$ cat config.mk
export PLATFORM = sky130hd
export DESIGN_NAME = fetch_redirect_ctrl_flat
export DESIGN_NICKNAME = d
export VERILOG_FILES = /design/src/rtl/fetch_redirect_ctrl_if.sv /design/src/rtl/fetch_redirect_ctrl.sv /design/src/flat_wrapper.sv
export SDC_FILE = /design/constraint.sdc
export NUM_CORES = 1
export LEC_CHECK = 0
export BUFFER_PORTS_ARGS = -buffer_cell sky130_fd_sc_hd__buf_4
export CAP_MARGIN = 20
export CORE_MARGIN = 4
export CORE_UTILIZATION = 35
export DETAILED_ROUTE_END_ITERATION = 8
export PLACE_DENSITY_LB_ADDON = 0.25
export SLEW_MARGIN = 20
export SYNTH_ARGS = -nofsm -noshare
export SYNTH_HDL_FRONTEND = slang
export SYNTH_SLANG_ARGS = --single-unit
$ cat constraint.sdc
create_clock -name clk -period 13.8 [get_ports clk]
set_input_delay 0.69 -clock clk [delete_from_list [all_inputs] [get_ports clk]]
set_output_delay 0.69 -clock clk [all_outputs]
set_load 0.005 [all_outputs]
$ cat src/rtl/fetch_redirect_ctrl_if.sv
// Predictor write-port bundle between the fetch redirect controller and
// the branch/JALR predictor update logic.
//
// Signals:
//   upd_valid_o    head entry of the update FIFO is valid
//   upd_ready_i    predictor accepts the head entry this cycle
//   upd_is_jalr_o  0 = branch predictor, 1 = JALR predictor
//   upd_pc_o       lookup PC of the prediction being trained
//   upd_target_o   resolved target
//   upd_history_o  history snapshot used for the lookup
interface fetch_redirect_ctrl_if #(
    parameter int DATA_WIDTH = 32,
    parameter int HIST_WIDTH = 6
);
    logic                  upd_valid_o;
    logic                  upd_ready_i;
    logic                  upd_is_jalr_o;
    logic [DATA_WIDTH-1:0] upd_pc_o;
    logic [DATA_WIDTH-1:0] upd_target_o;
    logic [HIST_WIDTH-1:0] upd_history_o;

    modport master (
        output upd_valid_o,
        output upd_is_jalr_o,
        output upd_pc_o,
        output upd_target_o,
        output upd_history_o,
        input  upd_ready_i
    );

    modport slave (
        input  upd_valid_o,
        input  upd_is_jalr_o,
        input  upd_pc_o,
        input  upd_target_o,
        input  upd_history_o,
        output upd_ready_i
    );
endinterface

$ cat src/rtl/fetch_redirect_ctrl.sv
// Fetch recovery sequencer: arbitrates three mispredict reports into one
// registered redirect/flush/RAS-restore event, holds fetch for a fixed
// recovery window, and serializes up to three predictor updates per cycle
// through a FIFO onto the single predictor write port.
//
// Ports:
//   clk, reset                     clock, async active-high reset
//   misprediction_i_k/correct_pc_i_k   mispredict reports (slot 0 oldest)
//   update_valid_i_k, is_jalr_i_k,
//   pc_at_prediction_i_k,
//   update_global_history_k        predictor update requests
//   ras_restore_en_i/tos_i         RAS restore request
//   upd (master)                   predictor write port (FIFO head)
//   flush_o, redirect_valid_o,
//   redirect_pc_o, fetch_hold_o    fetch/buffer recovery controls
//   ras_restore_en_o/tos_o         registered RAS restore
//   upd_count_o, upd_overflow_o    FIFO occupancy, dropped-update pulse
module fetch_redirect_ctrl #(
    parameter int DATA_WIDTH      = 32,
    parameter int ENTRIES         = 32,
    parameter int INDEX_WIDTH     = $clog2(ENTRIES),
    parameter int UPD_DEPTH       = 8,
    parameter int RECOVERY_CYCLES = 2
) (
    input  logic                     clk,
    input  logic                     reset,
    input  logic                     misprediction_i_0,
    input  logic                     misprediction_i_1,
    input  logic                     misprediction_i_2,
    input  logic [DATA_WIDTH-1:0]    correct_pc_i_0,
    input  logic [DATA_WIDTH-1:0]    correct_pc_i_1,
    input  logic [DATA_WIDTH-1:0]    correct_pc_i_2,
    input  logic                     update_valid_i_0,
    input  logic                     update_valid_i_1,
    input  logic                     update_valid_i_2,
    input  logic                     is_jalr_i_0,
    input  logic                     is_jalr_i_1,
    input  logic                     is_jalr_i_2,
    input  logic [DATA_WIDTH-1:0]    pc_at_prediction_i_0,
    input  logic [DATA_WIDTH-1:0]    pc_at_prediction_i_1,
    input  logic [DATA_WIDTH-1:0]    pc_at_prediction_i_2,
    input  logic [INDEX_WIDTH:0]     update_global_history_0,
    input  logic [INDEX_WIDTH:0]     update_global_history_1,
    input  logic [INDEX_WIDTH:0]     update_global_history_2,
    input  logic                     ras_restore_en_i,
    input  logic [2:0]               ras_restore_tos_i,
    fetch_redirect_ctrl_if.master    upd,
    output logic                     flush_o,
    output logic                     redirect_valid_o,
    output logic [DATA_WIDTH-1:0]    redirect_pc_o,
    output logic                     fetch_hold_o,
    output logic                     ras_restore_en_o,
    output logic [2:0]               ras_restore_tos_o,
    output logic [$clog2(UPD_DEPTH):0] upd_count_o,
    output logic                     upd_overflow_o
);

    localparam int HW  = INDEX_WIDTH + 1;
    localparam int PW  = $clog2(UPD_DEPTH);
    localparam int CW  = PW + 1;
    localparam int RCW = $clog2(RECOVERY_CYCLES + 1);

    typedef enum logic [1:0] {
        S_IDLE,
        S_FLUSH,
        S_RECOVER
    } state_e;

    typedef struct packed {
        logic                  is_jalr;
        logic [DATA_WIDTH-1:0] pc;
        logic [DATA_WIDTH-1:0] target;
        logic [HW-1:0]         hist;
    } upd_t;

    // ---------------- redirect arbitration ----------------
    logic [2:0]            mis;
    logic                  mis_any;
    logic [DATA_WIDTH-1:0] sel_pc;

    assign mis = {misprediction_i_2, misprediction_i_1, misprediction_i_0};
    assign mis_any = |mis;

    // Oldest slot wins.
    always_comb begin
        sel_pc = correct_pc_i_0;
        priority case (1'b1)
            mis[0]:  sel_pc = correct_pc_i_0;
            mis[1]:  sel_pc = correct_pc_i_1;
            mis[2]:  sel_pc = correct_pc_i_2;
            default: sel_pc = correct_pc_i_0;
        endcase
    end

    // ---------------- recovery FSM ----------------
    state_e                state_q, state_d;
    logic [RCW-1:0]        rcnt_q, rcnt_d;
    logic [DATA_WIDTH-1:0] rpc_q, rpc_d;

    always_ff @(posedge clk or posedge reset) begin
        if (reset) begin
            state_q <= S_IDLE;
            rcnt_q  <= '0;
            rpc_q   <= '0;
        end else begin
            state_q <= state_d;
            rcnt_q  <= rcnt_d;
            rpc_q   <= rpc_d;
        end
    end

    // A new mispredict in any state restarts the sequence.
    always_comb begin
        state_d = state_q;
        rcnt_d  = rcnt_q;
        rpc_d   = rpc_q;
        if (mis_any) begin
            state_d = S_FLUSH;
            rpc_d   = sel_pc;
        end else begin
            unique case (state_q)
                S_FLUSH: begin
                    state_d = S_RECOVER;
                    rcnt_d  = RCW'(RECOVERY_CYCLES - 1);
                end
                S_RECOVER: begin
                    if (rcnt_q == '0) state_d = S_IDLE;
                    else              rcnt_d  = rcnt_q - RCW'(1);
                end
                default: state_d = S_IDLE;
            endcase
        end
    end

    always_comb begin
        flush_o          = 1'b0;
        redirect_valid_o = 1'b0;
        fetch_hold_o     = 1'b0;
        unique case (state_q)
            S_FLUSH: begin
                flush_o          = 1'b1;
                redirect_valid_o = 1'b1;
                fetch_hold_o     = 1'b1;
            end
            S_RECOVER: fetch_hold_o = 1'b1;
            default: ;
        endcase
    end

    assign redirect_pc_o = rpc_q;

    // ---------------- RAS restore ----------------
    logic       ras_en_q;
    logic [2:0] ras_tos_q;

    always_ff @(posedge clk or posedge reset) begin
        if (reset) begin
            ras_en_q  <= 1'b0;
            ras_tos_q <= '0;
        end else begin
            ras_en_q <= ras_restore_en_i;
            if (ras_restore_en_i) ras_tos_q <= ras_restore_tos_i;
        end
    end

    assign ras_restore_en_o  = ras_en_q;
    assign ras_restore_tos_o = ras_tos_q;

    // ---------------- update FIFO ----------------
    upd_t           ent [3];
    logic [2:0]     uv;
    upd_t           mem_q [UPD_DEPTH];
    logic [PW-1:0]  rd_q, rd_d, wr_q, wr_d;
    logic [CW-1:0]  fcnt_q, fcnt_d;
    logic           ovf_q;
    logic           pop;
    logic [CW-1:0]  free;
    logic [CW-1:0]  acc;
    logic           drop;
    logic [2:0]     we;
    logic [PW-1:0]  wa [3];

    assign uv = {update_valid_i_2, update_valid_i_1, update_valid_i_0};
    assign ent[0] = '{is_jalr_i_0, pc_at_prediction_i_0,
                      correct_pc_i_0, update_global_history_0};
    assign ent[1] = '{is_jalr_i_1, pc_at_prediction_i_1,
                      correct_pc_i_1, update_global_history_1};
    assign ent[2] = '{is_jalr_i_2, pc_at_prediction_i_2,
                      correct_pc_i_2, update_global_history_2};

    assign pop  = (fcnt_q != '0) & upd.upd_ready_i;
    // A same-cycle pop frees a slot for this cycle's pushes.
    assign free = CW'(UPD_DEPTH) - fcnt_q + CW'(pop);

    // Lowest-index valid slots fill the free space; the rest are dropped.
    always_comb begin
        acc  = '0;
        drop = 1'b0;
        for (int k = 0; k < 3; k++) begin
            we[k] = 1'b0;
            wa[k] = wr_q;
            if (uv[k]) begin
                if (acc < free) begin
                    we[k] = 1'b1;
                    wa[k] = wr_q + acc[PW-1:0];
                    acc   = acc + CW'(1);
                end else begin
                    drop = 1'b1;
                end
            end
        end
    end

    assign fcnt_d = fcnt_q - CW'(pop) + acc;
    assign rd_d   = rd_q + PW'(pop);
    assign wr_d   = wr_q + acc[PW-1:0];

    always_ff @(posedge clk or posedge reset) begin
        if (reset) begin
            rd_q   <= '0;
            wr_q   <= '0;
            fcnt_q <= '0;
            ovf_q  <= 1'b0;
        end else begin
            rd_q   <= rd_d;
            wr_q   <= wr_d;
            fcnt_q <= fcnt_d;
            ovf_q  <= drop;
        end
    end

    // Storage needs no reset: head outputs are gated by occupancy.
    always_ff @(posedge clk) begin
        for (int k = 0; k < 3; k++) begin
            if (we[k]) mem_q[wa[k]] <= ent[k];
        end
    end

    upd_t head;
    logic hv;

    assign hv   = (fcnt_q != '0);
    assign head = hv ? mem_q[rd_q] : '0;

    assign upd.upd_valid_o   = hv;
    assign upd.upd_is_jalr_o = head.is_jalr;
    assign upd.upd_pc_o      = head.pc;
    assign upd.upd_target_o  = head.target;
    assign upd.upd_history_o = head.hist;
    assign upd_count_o       = fcnt_q;
    assign upd_overflow_o    = ovf_q;

endmodule

$ cat src/flat_wrapper.sv
// flat-port wrapper written by rule: the top's interface ports become plain ports
module fetch_redirect_ctrl_flat 
#(
    parameter int DATA_WIDTH      = 32,
    parameter int ENTRIES         = 32,
    parameter int INDEX_WIDTH     = $clog2(ENTRIES),
    parameter int UPD_DEPTH       = 8,
    parameter int RECOVERY_CYCLES = 2
)
  (clk, reset, misprediction_i_0, misprediction_i_1, misprediction_i_2, correct_pc_i_0, correct_pc_i_1, correct_pc_i_2, update_valid_i_0, update_valid_i_1, update_valid_i_2, is_jalr_i_0, is_jalr_i_1, is_jalr_i_2, pc_at_prediction_i_0, pc_at_prediction_i_1, pc_at_prediction_i_2, update_global_history_0, update_global_history_1, update_global_history_2, ras_restore_en_i, ras_restore_tos_i, flush_o, redirect_valid_o, redirect_pc_o, fetch_hold_o, ras_restore_en_o, ras_restore_tos_o, upd_count_o, upd_overflow_o, upd_upd_valid_o, upd_upd_is_jalr_o, upd_upd_pc_o, upd_upd_target_o, upd_upd_history_o, upd_upd_ready_i);
  fetch_redirect_ctrl_if #(.DATA_WIDTH(DATA_WIDTH), .HIST_WIDTH((6))) upd_i ();
  input  logic clk;
  input  logic reset;
  input  logic misprediction_i_0;
  input  logic misprediction_i_1;
  input  logic misprediction_i_2;
  input  logic [DATA_WIDTH-1:0] correct_pc_i_0;
  input  logic [DATA_WIDTH-1:0] correct_pc_i_1;
  input  logic [DATA_WIDTH-1:0] correct_pc_i_2;
  input  logic update_valid_i_0;
  input  logic update_valid_i_1;
  input  logic update_valid_i_2;
  input  logic is_jalr_i_0;
  input  logic is_jalr_i_1;
  input  logic is_jalr_i_2;
  input  logic [DATA_WIDTH-1:0] pc_at_prediction_i_0;
  input  logic [DATA_WIDTH-1:0] pc_at_prediction_i_1;
  input  logic [DATA_WIDTH-1:0] pc_at_prediction_i_2;
  input  logic [INDEX_WIDTH:0] update_global_history_0;
  input  logic [INDEX_WIDTH:0] update_global_history_1;
  input  logic [INDEX_WIDTH:0] update_global_history_2;
  input  logic ras_restore_en_i;
  input  logic [2:0] ras_restore_tos_i;
  output logic flush_o;
  output logic redirect_valid_o;
  output logic [DATA_WIDTH-1:0] redirect_pc_o;
  output logic fetch_hold_o;
  output logic ras_restore_en_o;
  output logic [2:0] ras_restore_tos_o;
  output logic [$clog2(UPD_DEPTH):0] upd_count_o;
  output logic upd_overflow_o;
  output wire logic [$bits(upd_i.upd_valid_o)-1:0] upd_upd_valid_o;
  output wire logic [$bits(upd_i.upd_is_jalr_o)-1:0] upd_upd_is_jalr_o;
  output wire logic [$bits(upd_i.upd_pc_o)-1:0] upd_upd_pc_o;
  output wire logic [$bits(upd_i.upd_target_o)-1:0] upd_upd_target_o;
  output wire logic [$bits(upd_i.upd_history_o)-1:0] upd_upd_history_o;
  input wire logic [$bits(upd_i.upd_ready_i)-1:0] upd_upd_ready_i;
  assign upd_upd_valid_o = upd_i.upd_valid_o;
  assign upd_upd_is_jalr_o = upd_i.upd_is_jalr_o;
  assign upd_upd_pc_o = upd_i.upd_pc_o;
  assign upd_upd_target_o = upd_i.upd_target_o;
  assign upd_upd_history_o = upd_i.upd_history_o;
  assign upd_i.upd_ready_i = upd_upd_ready_i;
  fetch_redirect_ctrl #(.DATA_WIDTH(DATA_WIDTH), .ENTRIES(ENTRIES), .INDEX_WIDTH(INDEX_WIDTH), .UPD_DEPTH(UPD_DEPTH), .RECOVERY_CYCLES(RECOVERY_CYCLES)) u_core (.clk(clk), .reset(reset), .misprediction_i_0(misprediction_i_0), .misprediction_i_1(misprediction_i_1), .misprediction_i_2(misprediction_i_2), .correct_pc_i_0(correct_pc_i_0), .correct_pc_i_1(correct_pc_i_1), .correct_pc_i_2(correct_pc_i_2), .update_valid_i_0(update_valid_i_0), .update_valid_i_1(update_valid_i_1), .update_valid_i_2(update_valid_i_2), .is_jalr_i_0(is_jalr_i_0), .is_jalr_i_1(is_jalr_i_1), .is_jalr_i_2(is_jalr_i_2), .pc_at_prediction_i_0(pc_at_prediction_i_0), .pc_at_prediction_i_1(pc_at_prediction_i_1), .pc_at_prediction_i_2(pc_at_prediction_i_2), .update_global_history_0(update_global_history_0), .update_global_history_1(update_global_history_1), .update_global_history_2(update_global_history_2), .ras_restore_en_i(ras_restore_en_i), .ras_restore_tos_i(ras_restore_tos_i), .upd(upd_i), .flush_o(flush_o), .redirect_valid_o(redirect_valid_o), .redirect_pc_o(redirect_pc_o), .fetch_hold_o(fetch_hold_o), .ras_restore_en_o(ras_restore_en_o), .ras_restore_tos_o(ras_restore_tos_o), .upd_count_o(upd_count_o), .upd_overflow_o(upd_overflow_o));
endmodule
==> metrics.md <==
| Metric | Value |
|---|---|
| Die width | `339 um` |
| Synth cell count leaders | `mux2_2 (1124), edfxtp_1 (568), mux4_2 (142), mux2i_1 (119), nor2_1 (83)` |
| Worst reg-to-reg path cell count | `22` |
| Drt wl/cell | `30.1 um` |
| Clock power share | `between 10% and 20%` |
| Arr. time, crit path | `about 7.3 ns` |
| Pwr dens | `253 mW/mm^2` |
| Clock Skew | `0.0229 ns` |
| #FFs+latches synth | `between 600 and 700` |
| Yosys cell types | `51` |
| Largest net degree at the start of global routing | `63` |
| DRT Wirelength | `~130000 um` |
| H-tree level count | `3` |
| Logic gate share of total power | `48.9%` |
| Slew Limit Fails | `0` |
| Largest area contributor in the netlist | `edfxtp_1` |
| Worst r2r dst | `u_core.mem_q[1][3]` |
| Drt pass-1 iters | `5` |
| Initial antenna violation count | `21` |
| WP data required | `approximately 14 ns` |
| YS warnings | `0` |
| Chip Height | `around 340 um` |
| RSZ-0062 raised after global routing | `no` |
| Sink Count | `a little over 600` |
| Sw Share | `a little under two fifths` |
| Main area contributors after synthesis | `edfxtp_1 (44%), mux2_2 (33%), mux4_2 (8.3%)` |
| Clk buf depth | `3` |
| I/O pin count | `about 340` |
| Worst setup SP type | `register` |
| P_sw | `about 4.2 mW` |
| Reg2reg setup slack | `6.89 ns` |
| GRT Overall Usage | `22.1%` |
| DR vias | `roughly 24000` |
| Int Power | `~7.1 mW` |
| Post-Synthesis Cells | `roughly 2500` |
| Min cycle time layout | `6.91 ns` |
| Post-CTS resize count | `0` |
| Port buffer count | `approximately 340` |
| Status | `finished clean` |
| Mapped Area | `roughly 0.038 mm^2` |
| Num CTS Buffers | `between 70 and 80` |
| Die area | `around 0.11 mm^2` |
| Final ANT Viol Nets | `0` |
| Peak supply drop | `about 0.31 mV` |
| Row count | `approximately 120` |
| Area delta synth->final | `16.7%` |
| Util after Layout | `between 40% and 50%` |
| Ys flop type | `edfxtp_1` |
| CTS tree | `yes` |
| Syn Area/Cell | `about 15 um^2` |
| Hold_sp | `ras_restore_en_i` |
| Drt initial violations | `1653` |
| Post-Syn Nets | `between 2000 and 3000` |
| Hpwl dp | `76700 um` |
| Hold Path Depth | `1` |
| Count leader, synth | `mux2_2` |
| # nets final | `roughly 3100` |
| Slew @ Worst Pin | `1.12 ns` |
| First-pass GRT wire length | `188000 um` |
| R2r startpoint | `u_core.upd_count_o[1]` |
| Post-CTS setup buffer count | `0` |
| Initial cell density of the core | `around a third` |
| Post-synth EDFFs | `568` |
| Register share of total power | `33.4%` |
| Remaining DRCs | `0` |
| Fraction of layout cells with a size suffix above 1 | `62.2%` |
| Latest clock arrival within the worst-skew pair | `approximately 0.65 ns` |
| Post-route setup TNS | `0 ns` |
| Final setup violation count | `0` |
| CP Class | `reg -> reg` |
| Seq/Total Area, Yosys | `47.8%` |
| Post-synth ARST share | `between 8 and 9%` |
| Clk pin slew, worst setup/hold paths | `approximately 0.060 ns` |
| Vias in the first global route | `26634` |
| Max Fclk | `between 100 and 150 MHz` |
| Tcrit/Tclk final | `around half` |
| Lkg Pwr | `16.3 nW` |
| Grt total ovfl | `0` |
| Via-to-Cell Ratio | `about 5.7` |
| MaxCap Viol Count | `0` |
| Hold Path Sink | `u_core.ras_restore_en_o` |
| Root Driver | `clkbuf_16` |
| Final-report hold violation count | `0` |
| Relative slew margins | `between 20 and 30%` |
| CP endpoint kind | `register` |
| HP Class | `in -> reg` |
| RD Place Congestion | `0.789` |
| Post-CTS Hold Fix Bufs | `0` |
| Post-synth top area share | `between 40% and 50%` |
| Max FO, Critical Path | `45` |
| Core area | `0.109 mm^2` |
## cell usage in the layout (no fill, tap or decap), types with 4 or more instances in the layout
cell | synthesis | final
a21oi_1 | 5 | 5
buf_4 | 2 | 399
bufinv_16 | 0 | 5
clkbuf_1 | 60 | 23
clkbuf_16 | 0 | 76
clkbuf_8 | 0 | 8
clkinv_1 | 1 | 13
clkinv_2 | 0 | 9
clkinv_8 | 0 | 4
dfrtp_1 | 51 | 48
diode_2 | 0 | 11
edfxtp_1 | 568 | 568
ha_1 | 20 | 20
inv_1 | 24 | 23
mux2_2 | 1124 | 1124
mux2i_1 | 119 | 119
mux4_2 | 142 | 142
nand2_1 | 73 | 73
nand2b_1 | 4 | 4
nor2_1 | 83 | 82
nor2b_1 | 4 | 4
nor3_1 | 5 | 4
o211ai_1 | 4 | 4
o21ai_0 | 64 | 64
o21ai_4 | 0 | 8
o311ai_2 | 0 | 4
xnor2_1 | 6 | 6
xor2_1 | 5 | 5
## area by class of cell
type,instances,area (um^2)
Clock buffer,107,2100
Tap cell,1414,1770
Multi-Input combinational cell,1707,19000
Sequential cell,619,18300
Antenna cell,11,27.5
Fill cell,9904,64100
Inverter,25,93.8
Timing Repair Buffer,402,3070
Clock inverter,35,369
## through the flow
step           setup slack [ns]  std cells  total power, mW  hold WS [ns]  cell area, um^2
2_1_floorplan              2.25       2539             7.39         0.473            38400
3_3_place_gp               7.14       4164             9.29         0.465            42200
3_5_place_dp               6.96       4166             9.42         0.480            42200
4_1_cts                    6.95       4308             11.4         0.147            44700
5_1_grt                    6.61       4314             11.9         0.164            44700
6_report                   6.89       4320             11.3         0.197            44800
## registers in the layout, summed over array words and instances, names as in the netlist
signal                    flops
u_core.rd_q                   3
u_core.mem_q                568
u_core.upd_count_o            4
u_core.wr_q                   3
u_core.ras_restore_en_o       1
u_core.rcnt_q                 2
u_core.ras_restore_tos_o      3
u_core.state_q                2
u_core.upd_overflow_o         1
u_core.redirect_pc_o         32
## power groups by stage
stage                     Sequential [mW]  Combinational [mW]  Clock [mW]
after floorplan                      3.86                3.52           0
after global placement               3.77                5.52           0
after detailed placement             3.83                5.59           0
after CTS                            3.79                5.61        2.05
after global routing                 3.86                5.88        2.12
final                                3.79                5.54        2.00
## worst max-delay path by stage
| stage | cells after the start | end | start | slack (ns) |
|---|---|---|---|---|
| 6_report | 22 | u_core.mem_q[1][3] | u_core.upd_count_o[1] | 6.89 |
| 5_1_grt | 22 | u_core.mem_q[1][48] | u_core.upd_count_o[1] | 6.61 |
| 4_1_cts | 22 | u_core.mem_q[1][44] | u_core.upd_count_o[1] | 6.95 |
| 3_5_place_dp | 22 | u_core.mem_q[1][48] | u_core.upd_count_o[1] | 6.96 |
| 3_3_place_gp | 22 | u_core.mem_q[1][48] | u_core.upd_count_o[1] | 7.14 |
| 2_1_floorplan | 12 | u_core.mem_q[4][0] | u_core.upd_count_o[1] | 2.25 |
## worst max-delay path: stages (launching register included)
cell and delay, ns:
dfrtp_1 0.43, nor4_2 0.35, inv_1 0.10, nand2_1 0.11, ha_1 0.19, inv_1 0.06
ha_1 0.20, nor3b_1 0.24, a41oi_2 0.05, buf_4 0.24, o21ai_0 0.67, inv_1 0.22
ha_1 0.36, and2_1 0.19, o21bai_1 0.20, ha_1 0.24, ha_1 0.19, a31oi_1 0.17
xor2_1 0.28, nor2b_1 0.31, nand4_4 0.68, buf_4 0.67, mux2_2 0.40
## layer usage
metal	share of wire (%)	GRT usage [%]	vias up	wire [um]
met2	50	38.0	747	64900
met1	42	28.0	12856	54100
met5	0.092	0	-	120
li1	-	-	10630	-
met3	5.8	4.12	215	7570
met4	2.6	7.23	18	3450
## cells by family after synthesis
group | Yosys count | share of synthesized area [%]
adder cells (fa/ha/maj) | 23 | 0.783
AO/OA/AOI/OAI | 98 | 1.53
AND/OR/NAND/NOR | 190 | 2.10
flip-flops | 619 | 47.8
XOR/XNOR | 11 | 0.251
multiplexers | 1385 | 44.4
buffers and inverters | 213 | 3.09
Power figures use the tool's default switching activity.
